<file path="src/rtl/writeback_stage_pkg.sv">
// Shared encodings for the writeback stage: result selects, load funct3 codes and FSM states.
package writeback_stage_pkg;

  typedef enum logic [1:0] {
    RESULT_SEL_ALU       = 2'd0,
    RESULT_SEL_LOAD      = 2'd1,
    RESULT_SEL_PC_PLUS_4 = 2'd2,
    RESULT_SEL_IMM       = 2'd3
  } result_sel_t;

  localparam logic [2:0] FUNCT3_LB  = 3'b000;
  localparam logic [2:0] FUNCT3_LH  = 3'b001;
  localparam logic [2:0] FUNCT3_LW  = 3'b010;
  localparam logic [2:0] FUNCT3_LBU = 3'b100;
  localparam logic [2:0] FUNCT3_LHU = 3'b101;

  typedef enum logic {
    WB_STATE_IDLE      = 1'b0,
    WB_STATE_WAIT_LOAD = 1'b1
  } wb_state_t;

endpackage

</file>
<file path="src/rtl/writeback_stage_load_aligner.sv">
// Combinational load alignment: picks the byte/half addressed by offset and extends it.
module writeback_stage_load_aligner
  import writeback_stage_pkg::*;
#(
  parameter int unsigned XLEN = 32
) (
  input  logic [XLEN-1:0] word,
  input  logic [1:0]      offset,
  input  logic [2:0]      funct3,
  output logic [XLEN-1:0] result
);

  logic [7:0]  byte_sel;
  logic [15:0] half_sel;

  always_comb begin
    byte_sel = word[{offset, 3'b000} +: 8];
    // Halfword loads ignore offset[0]; misalignment is the memory stage's concern.
    half_sel = offset[1] ? word[31:16] : word[15:0];
    case (funct3)
      FUNCT3_LB:  result = {{(XLEN-8){byte_sel[7]}}, byte_sel};
      FUNCT3_LBU: result = {{(XLEN-8){1'b0}}, byte_sel};
      FUNCT3_LH:  result = {{(XLEN-16){half_sel[15]}}, half_sel};
      FUNCT3_LHU: result = {{(XLEN-16){1'b0}}, half_sel};
      default:    result = word;
    endcase
  end

endmodule

</file>
<file path="src/rtl/writeback_stage.sv">
// Final pipeline stage: waits for load responses, selects the result and issues a
// registered one-cycle register-file write plus retire pulse per instruction.
module writeback_stage
  import writeback_stage_pkg::*;
#(
  parameter int unsigned XLEN           = 32,
  parameter int unsigned REG_ADDR_WIDTH = 5
) (
  input  logic                      i_Clock,
  input  logic                      i_Reset,
  input  logic                      i_Flush,
  input  logic                      i_Valid,
  output logic                      o_Ready,
  input  logic [REG_ADDR_WIDTH-1:0] i_Rd_Addr,
  input  logic                      i_Rd_Write_Enable,
  input  logic [1:0]                i_Result_Select,
  input  logic [XLEN-1:0]           i_Alu_Result,
  input  logic [XLEN-1:0]           i_Pc_Plus_4,
  input  logic [XLEN-1:0]           i_Immediate,
  input  logic [2:0]                i_Load_Funct3,
  input  logic                      i_Mem_Read_Valid,
  input  logic [XLEN-1:0]           i_Mem_Read_Data,
  output logic                      o_Reg_Write_Enable,
  output logic [REG_ADDR_WIDTH-1:0] o_Reg_Write_Addr,
  output logic [XLEN-1:0]           o_Reg_Write_Data,
  output logic                      o_Retire
);

  wb_state_t                 state, state_next;
  result_sel_t               sel;
  logic [REG_ADDR_WIDTH-1:0] cap_rd;
  logic                      cap_we;
  logic [2:0]                cap_funct3;
  logic [1:0]                cap_offset;
  logic                      load_accept;
  logic                      fire;
  logic                      fire_we;
  logic                      commit;
  logic [REG_ADDR_WIDTH-1:0] fire_addr;
  logic [XLEN-1:0]           fire_data;
  logic [XLEN-1:0]           load_data;

  assign sel     = result_sel_t'(i_Result_Select);
  assign o_Ready = (state == WB_STATE_IDLE);

  writeback_stage_load_aligner #(
    .XLEN(XLEN)
  ) u_load_aligner (
    .word   (i_Mem_Read_Data),
    .offset (cap_offset),
    .funct3 (cap_funct3),
    .result (load_data)
  );

  always_comb begin
    state_next  = state;
    load_accept = 1'b0;
    fire        = 1'b0;
    fire_we     = 1'b0;
    fire_addr   = i_Rd_Addr;
    fire_data   = i_Alu_Result;
    case (state)
      WB_STATE_IDLE: begin
        if (i_Valid) begin
          if (sel == RESULT_SEL_LOAD) begin
            load_accept = 1'b1;
            state_next  = WB_STATE_WAIT_LOAD;
          end else begin
            fire    = 1'b1;
            fire_we = i_Rd_Write_Enable;
            case (sel)
              RESULT_SEL_PC_PLUS_4: fire_data = i_Pc_Plus_4;
              RESULT_SEL_IMM:       fire_data = i_Immediate;
              default:              fire_data = i_Alu_Result;
            endcase
          end
        end
      end
      WB_STATE_WAIT_LOAD: begin
        if (i_Mem_Read_Valid) begin
          fire       = 1'b1;
          fire_we    = cap_we;
          fire_addr  = cap_rd;
          fire_data  = load_data;
          state_next = WB_STATE_IDLE;
        end
      end
      default: state_next = WB_STATE_IDLE;
    endcase
    // Flush overrides everything decided above, including an accept while Ready is high.
    if (i_Flush) begin
      state_next  = WB_STATE_IDLE;
      load_accept = 1'b0;
      fire        = 1'b0;
    end
  end

  assign commit = fire & fire_we & (fire_addr != '0);

  always_ff @(posedge i_Clock or posedge i_Reset) begin
    if (i_Reset) state <= WB_STATE_IDLE;
    else         state <= state_next;
  end

  always_ff @(posedge i_Clock or posedge i_Reset) begin
    if (i_Reset) begin
      cap_rd     <= '0;
      cap_we     <= 1'b0;
      cap_funct3 <= '0;
      cap_offset <= '0;
    end else if (load_accept) begin
      cap_rd     <= i_Rd_Addr;
      cap_we     <= i_Rd_Write_Enable;
      cap_funct3 <= i_Load_Funct3;
      cap_offset <= i_Alu_Result[1:0];
    end
  end

  always_ff @(posedge i_Clock or posedge i_Reset) begin
    if (i_Reset) begin
      o_Reg_Write_Enable <= 1'b0;
      o_Reg_Write_Addr   <= '0;
      o_Reg_Write_Data   <= '0;
      o_Retire           <= 1'b0;
    end else begin
      o_Retire           <= fire;
      o_Reg_Write_Enable <= commit;
      if (commit) begin
        o_Reg_Write_Addr <= fire_addr;
        o_Reg_Write_Data <= fire_data;
      end
    end
  end

endmodule

</file>
<file path="config.mk">
export PLATFORM = sky130hd
export DESIGN_NAME = writeback_stage
export DESIGN_NICKNAME = d
export VERILOG_FILES = /design/src/rtl/writeback_stage_pkg.sv /design/src/rtl/writeback_stage_load_aligner.sv /design/src/rtl/writeback_stage.sv
export SDC_FILE = /design/constraint.sdc
export NUM_CORES = 1
export LEC_CHECK = 0
export CORE_UTILIZATION = 46
export CTS_CLUSTER_DIAMETER = 200
export CTS_CLUSTER_SIZE = 25
export DETAILED_ROUTE_END_ITERATION = 12
export GPL_TIMING_DRIVEN = 0
export PLACE_DENSITY = 0.85
export RECOVER_POWER = 100
export SLEW_MARGIN = 20
export SYNTH_ARGS = -nofsm -noshare
export SYNTH_HDL_FRONTEND = slang
export SYNTH_SLANG_ARGS = --single-unit
</file>
<file path="constraint.sdc">
create_clock -name i_Clock -period 4.78 [get_ports i_Clock]
set_clock_uncertainty 0.2 [all_clocks]
set_input_delay 0.717 -clock i_Clock [delete_from_list [all_inputs] [get_ports i_Clock]]
set_output_delay 0.717 -clock i_Clock [all_outputs]
set_load 0.02 [all_outputs]
</file>
== Word-level counts from Yosys, hierarchy flattened ==
Cells that the tools add are included.

* Word-level logic and storage cells: 46
* Output and inout port bits: 40
* Register bits after elaboration: 51
* Input bits: 144

* Mux-type cells: 25
* Reductions and logical operators: 2
* Equality and inequality tests: 6
* Bitwise gates (word level): 3
* Shift-type cells: 1

{| class="wikitable"
|+ Operators by type and width
! cell !! count
|-
| one-hot mux 32 bit (2 select lines) || 2
|-
| one-hot mux 32 bit (4 select lines) || 1
|-
| two-way mux 32 bit || 3
|-
| variable part select 32 x 6 -> 8 bit || 1
|-
| two-way mux 16 bit || 1
|-
| two-way mux 1 bit || 13
|-
| two-way mux 5 bit || 2
|-
| equality test 3 bit (second input constant) || 2
|-
| one-hot mux 1 bit (2 select lines) || 3
|-
| nonzero test 5 bit || 1
|-
| equality test 2 bit (second input constant) || 2
|-
| equality test 3 x 1 -> 1 bit (second input constant) || 1
|-
| logical NOT 3 bit || 1
|-
| bitwise AND 1 bit || 2
|-
| equality test 2 x 1 -> 1 bit (second input constant) || 1
|-
| inverter 1 bit || 1
|}

== Depth between registers and ports, before layout ==
* Depth in word-level cells: 7
* Gate-level depth with buffers: 8
* Depth with buffers taken out: 5

== Modules after synthesis ==
Synthesis repeated with hierarchy kept, for this count alone.

* Cells, all modules: 377
* Area, all modules: 3971.3 um^2

{| class="wikitable"
|+ By module, submodules not included
! module !! area each (um^2) !! times used !! sequential area each (um^2) !! cells each
|-
| writeback_stage || 3125.5 || 1 || 1276.2 || 281
|-
| writeback_stage_load_aligner || 845.8 || 1 || 0.0 || 96
|}

== Least setup slack after synthesis ==
OpenSTA, ideal clock, no wires.

* Path type: input-to-reg
* Start point: input port i_Flush
* End point: register o_Reg_Write_Addr[0]
* Stages on the path: 6
* Path slack: 2.245 ns
* Path buffers: 1
* Library setup time: 0.125 ns
* Data arrival time: 2.210 ns
* Required time: 4.455 ns
* Cell sequence: or3b_4 o31ai_4 a22oi_4 inv_2 buf_6 mux2_4

* Cells in the longest elaborated chain, start to end: 3

{| class="wikitable"
|+ Ends and longest elaborated chain
! element !! RTL line !! RTL
|-
| from (decl) || writeback_stage.sv:11 || <nowiki>input logic i_Flush,</nowiki>
|-
| two-way mux 1 bit || writeback_stage.sv:91 || <nowiki>if (i_Flush) begin</nowiki>
|-
| bitwise AND 1 bit (2 in a row) || writeback_stage.sv:98 || <nowiki>assign commit = fire & fire_we & (fire_addr != '0);</nowiki>
|-
| to (signal assigned) || writeback_stage.sv:129 || <nowiki>o_Reg_Write_Addr <= fire_addr;</nowiki>
|-
| to (decl) || writeback_stage.sv:24 || <nowiki>output logic [REG_ADDR_WIDTH-1:0] o_Reg_Write_Addr,</nowiki>
|}

Every way passes these cells.
A chain may end at the register's enable or synchronous reset.

== Worst setup path in the final report ==
* Start point: input port i_Valid
* End point: register o_Reg_Write_Data[2]

* Cells in the longest elaborated chain, start to end: 5
* Elaborated cells on any way between the ends: 9
* Those cells by class: mux: 7; bitwise: 2

{| class="wikitable"
|+ Ends and longest elaborated chain
! element !! RTL line !! RTL
|-
| from (decl) || writeback_stage.sv:12 || <nowiki>input logic i_Valid,</nowiki>
|-
| two-way mux 1 bit || writeback_stage.sv:64 || <nowiki>if (i_Valid) begin</nowiki>
|-
| one-hot mux 1 bit (2 select lines) || writeback_stage.sv:62 || <nowiki>case (state)</nowiki>
|-
| two-way mux 1 bit || writeback_stage.sv:91 ||
|-
| bitwise AND 1 bit (2 in a row) || writeback_stage.sv:98 ||
|-
| to (signal assigned) || writeback_stage.sv:130 || <nowiki>o_Reg_Write_Data <= fire_data;</nowiki>
|-
| to (decl) || writeback_stage.sv:25 || <nowiki>output logic [XLEN-1:0] o_Reg_Write_Data,</nowiki>
|}

Several ways; a longest one is shown, not always the timed one.

==> metrics.txt <==
Synth-to-Final Area Change 47.2%; reg2reg start state$_DFF_PP0_; Hold Path End o_Reg_Write_Addr[1]$_DFFE_PP0P_; logic depth of the worst register-to-register path 6; initial antenna violation count 0; Total GRT Usage 34.8%; hold crit path type reg2reg; First-pass DRT Iterations 7; number of synthesized flops with an enable pin 0; P_int 1100 µW; Final Slew Violations 45; Pleak between 0.002 and 0.0025 µW; Clock Tree Buf Depth 2; hpwl dp 13.3 mm; diode count 0; pin count of the biggest net entering global routing 34; htree depth 2; sequential cell area fraction in the yosys report between 20 and 30%; Initial Utilization 48.4%; nets around 840; total gr overflow 0; Die Ht 98.7 µm; violated checks capacitance limit, slew limit; PwrDens about 280 nW/µm²; Hold Startpoint o_Reg_Write_Addr[1]$_DFFE_PP0P_; most common cell in the netlist dfrtp_1; top cell type's share of synthesized area 29.7%; net switching power 695 µW; row count 34; WL per Instance 21.3 µm; flops & latches, synth 51; cts bufs inserted 5; Startpoint Class primary input; status finished, violations left; setup repair bufs after CTS 0; fillers a little over 700; Core Box Area 8890 µm²; largest fanout on the critical path 10; final setup fails 0; clock latency on the worst-skew pair 320 ps; antenna viol nets, final 0; Tcrit/Tclk final between 80% and 90%; Achievable Freq 0.247 GHz; final hold vios 0; die area 9740 µm²; port bufs 182; combinational share of power 48.2%; vias in the first global route 5086; Synth cell types 47; Root Driver clkbuf_8; proportion of layout cells with a drive suffix above 1 6.33%; Hold Crit Depth 1; average cell area after synthesis 8.54 µm²; Reg power frac between 30% and 40%; I/O Pins ~180; Slew headroom -16.2%; Setup TNS Final 0 ps; Commonest cells post-synth dfrtp_1, a21oi_1, nand2_1; Post-Syn Instances 504; Cell Count, Final, Fillers Out 803; vias per cell 6.35; Post-CTS Resized 0; drt total wl between 15 and 20 mm; setup slack, reg-to-reg 1180 ps; RSZ-0062 raised after global routing no; Starting DRT DRC Count about 520; CTS tree built; GP Congestion 0.952; largest cells by area after synthesis dfrtp_1, mux2i_1, mux2_2, a21oi_1, o221ai_1; WHS ~300 ps; cell area after synthesis approximately 4300 µm²; switching portion of total power 38.7%; Async S/R FF share, synth 100%; CP Class in2reg; crit path time final 4050 ps; cts hold-fix bufs 0; Worst VDD drop 0.195 mV; clock slew at reported path FFs 100 ps; synth warn 0; worst endpoint required time between 4000 and 5000 ps; TritonCTS Sinks 51; Max Cap Viol 2; Inst Count DP 795; Die X 98.7 µm; Critical Path End Type flop; remaining routing DRC violations 0; Clock power frac 18.1%; area leader, netlist dfrtp_1; first-pass GRT wire length around 27 mm; CP arrival 4050 ps; main flop type after synthesis dfrtp_1; via total after detailed routing between 5000 and 6000; FF-to-FF End o_Reg_Write_Data[2]$_DFFE_PP0P_; worst slew pin tran 1740 ps; Synth Net Count 648
how the worst max path moves through the flow:
stage	start	to	slack, ps
final	i_Valid	o_Reg_Write_Data[2]$_DFFE_PP0P_	730
after global routing	i_Valid	o_Reg_Write_Addr[4]$_DFFE_PP0P_	650
after CTS	state$_DFF_PP0_	o_Ready	1360
after detailed placement	i_Valid	o_Reg_Write_Addr[4]$_DFFE_PP0P_	1390
after global placement	i_Valid	o_Reg_Write_Data[5]$_DFFE_PP0P_	1410
after floorplan	i_Flush	o_Reg_Write_Addr[0]$_DFFE_PP0P_	2240
flip-flops by register name, summed over array words and instances (netlist names):
| name | cells |
|---|---|
| cap_we | 1 |
| cap_offset | 2 |
| o_Reg_Write_Data | 32 |
| state | 1 |
| cap_funct3 | 3 |
| o_Reg_Write_Enable | 1 |
| o_Retire | 1 |
| o_Reg_Write_Addr | 5 |
| cap_rd | 5 |
cell type report:
| type | count | area (µm²) | share of cell area [%] |
|---|---|---|---|
| clock inverters | 3 | 47.5 | 0.751 |
| flip-flops and latches | 51 | 1280 | 20.2 |
| repair buffers | 183 | 1830 | 28.8 |
| well taps | 108 | 135 | 2.13 |
| clock buffers | 5 | 68.8 | 1.09 |
| plain buffers | 50 | 219 | 3.46 |
| multi-input cells | 382 | 2680 | 42.3 |
| inverters | 21 | 78.8 | 1.24 |
metal layers:
metal  part of all wire (%)  global-route usage [%]  routed length [µm]
met1                     40                    43.6                6800
met2                     47                    60.0                8050
met3                     10                    6.52                1720
met4                    3.0                    12.5                 505
met5                      0                       0                   0
critical path: stages:
cell,delay [ps]
clkdlybuf4s50_1,520
or3b_1,440
nor3_1,1330
a22oi_4,330
inv_2,180
buf_6,170
mux2_1,340
kinds of logic after synthesis:
family | Yosys count | share of synthesized area (%)
AO/OA/AOI/OAI | 201 | 31.9
AND/OR/NAND/NOR | 112 | 13.6
multiplexers | 69 | 17.9
flip-flops | 51 | 29.7
buffers and inverters | 71 | 6.92
layout by cell type (no fill, tap or decap), types with 5 or more instances in the layout:
| cell type | n |
|---|---|
| a21oi_1 | 44 |
| and2_1 | 19 |
| mux2_1 | 9 |
| nor2_1 | 9 |
| nand2b_1 | 10 |
| o221ai_1 | 21 |
| mux2i_1 | 36 |
| clkdlybuf4s50_1 | 140 |
| a221oi_1 | 18 |
| mux2_2 | 23 |
| inv_1 | 19 |
| o2111ai_1 | 5 |
| clkbuf_8 | 5 |
| dlygate4sd3_1 | 42 |
| o31ai_1 | 9 |
| o211ai_1 | 20 |
| nand3b_1 | 7 |
| a2bb2oi_1 | 5 |
| clkbuf_1 | 40 |
| nand3_1 | 12 |
| dfrtp_1 | 51 |
| o21ai_0 | 34 |
| a31oi_1 | 25 |
| a211oi_1 | 7 |
| nand2_1 | 42 |
metrics by stage:
step	utilization, %	setup slack [ps]	power, µW	area [µm²]
final	71.2	733	1800	6330
after global routing	71.2	653	1880	6330
after CTS	71.9	1360	1840	6400
after floorplan	-	2240	1090	4300
after global placement	70.4	1410	1490	6260
after detailed placement	70.6	1390	1520	6280
power by group through the flow:
stage / Sequential [µW] / Clock (µW) / Combinational, µW
5_1_grt: 615 / 346 / 919
6_report: 604 / 326 / 866
2_1_floorplan: 704 / 0 / 382
4_1_cts: 607 / 326 / 910
3_5_place_dp: 613 / 0 / 902
3_3_place_gp: 609 / 0 / 886
(Power assumes the default switching activity.)
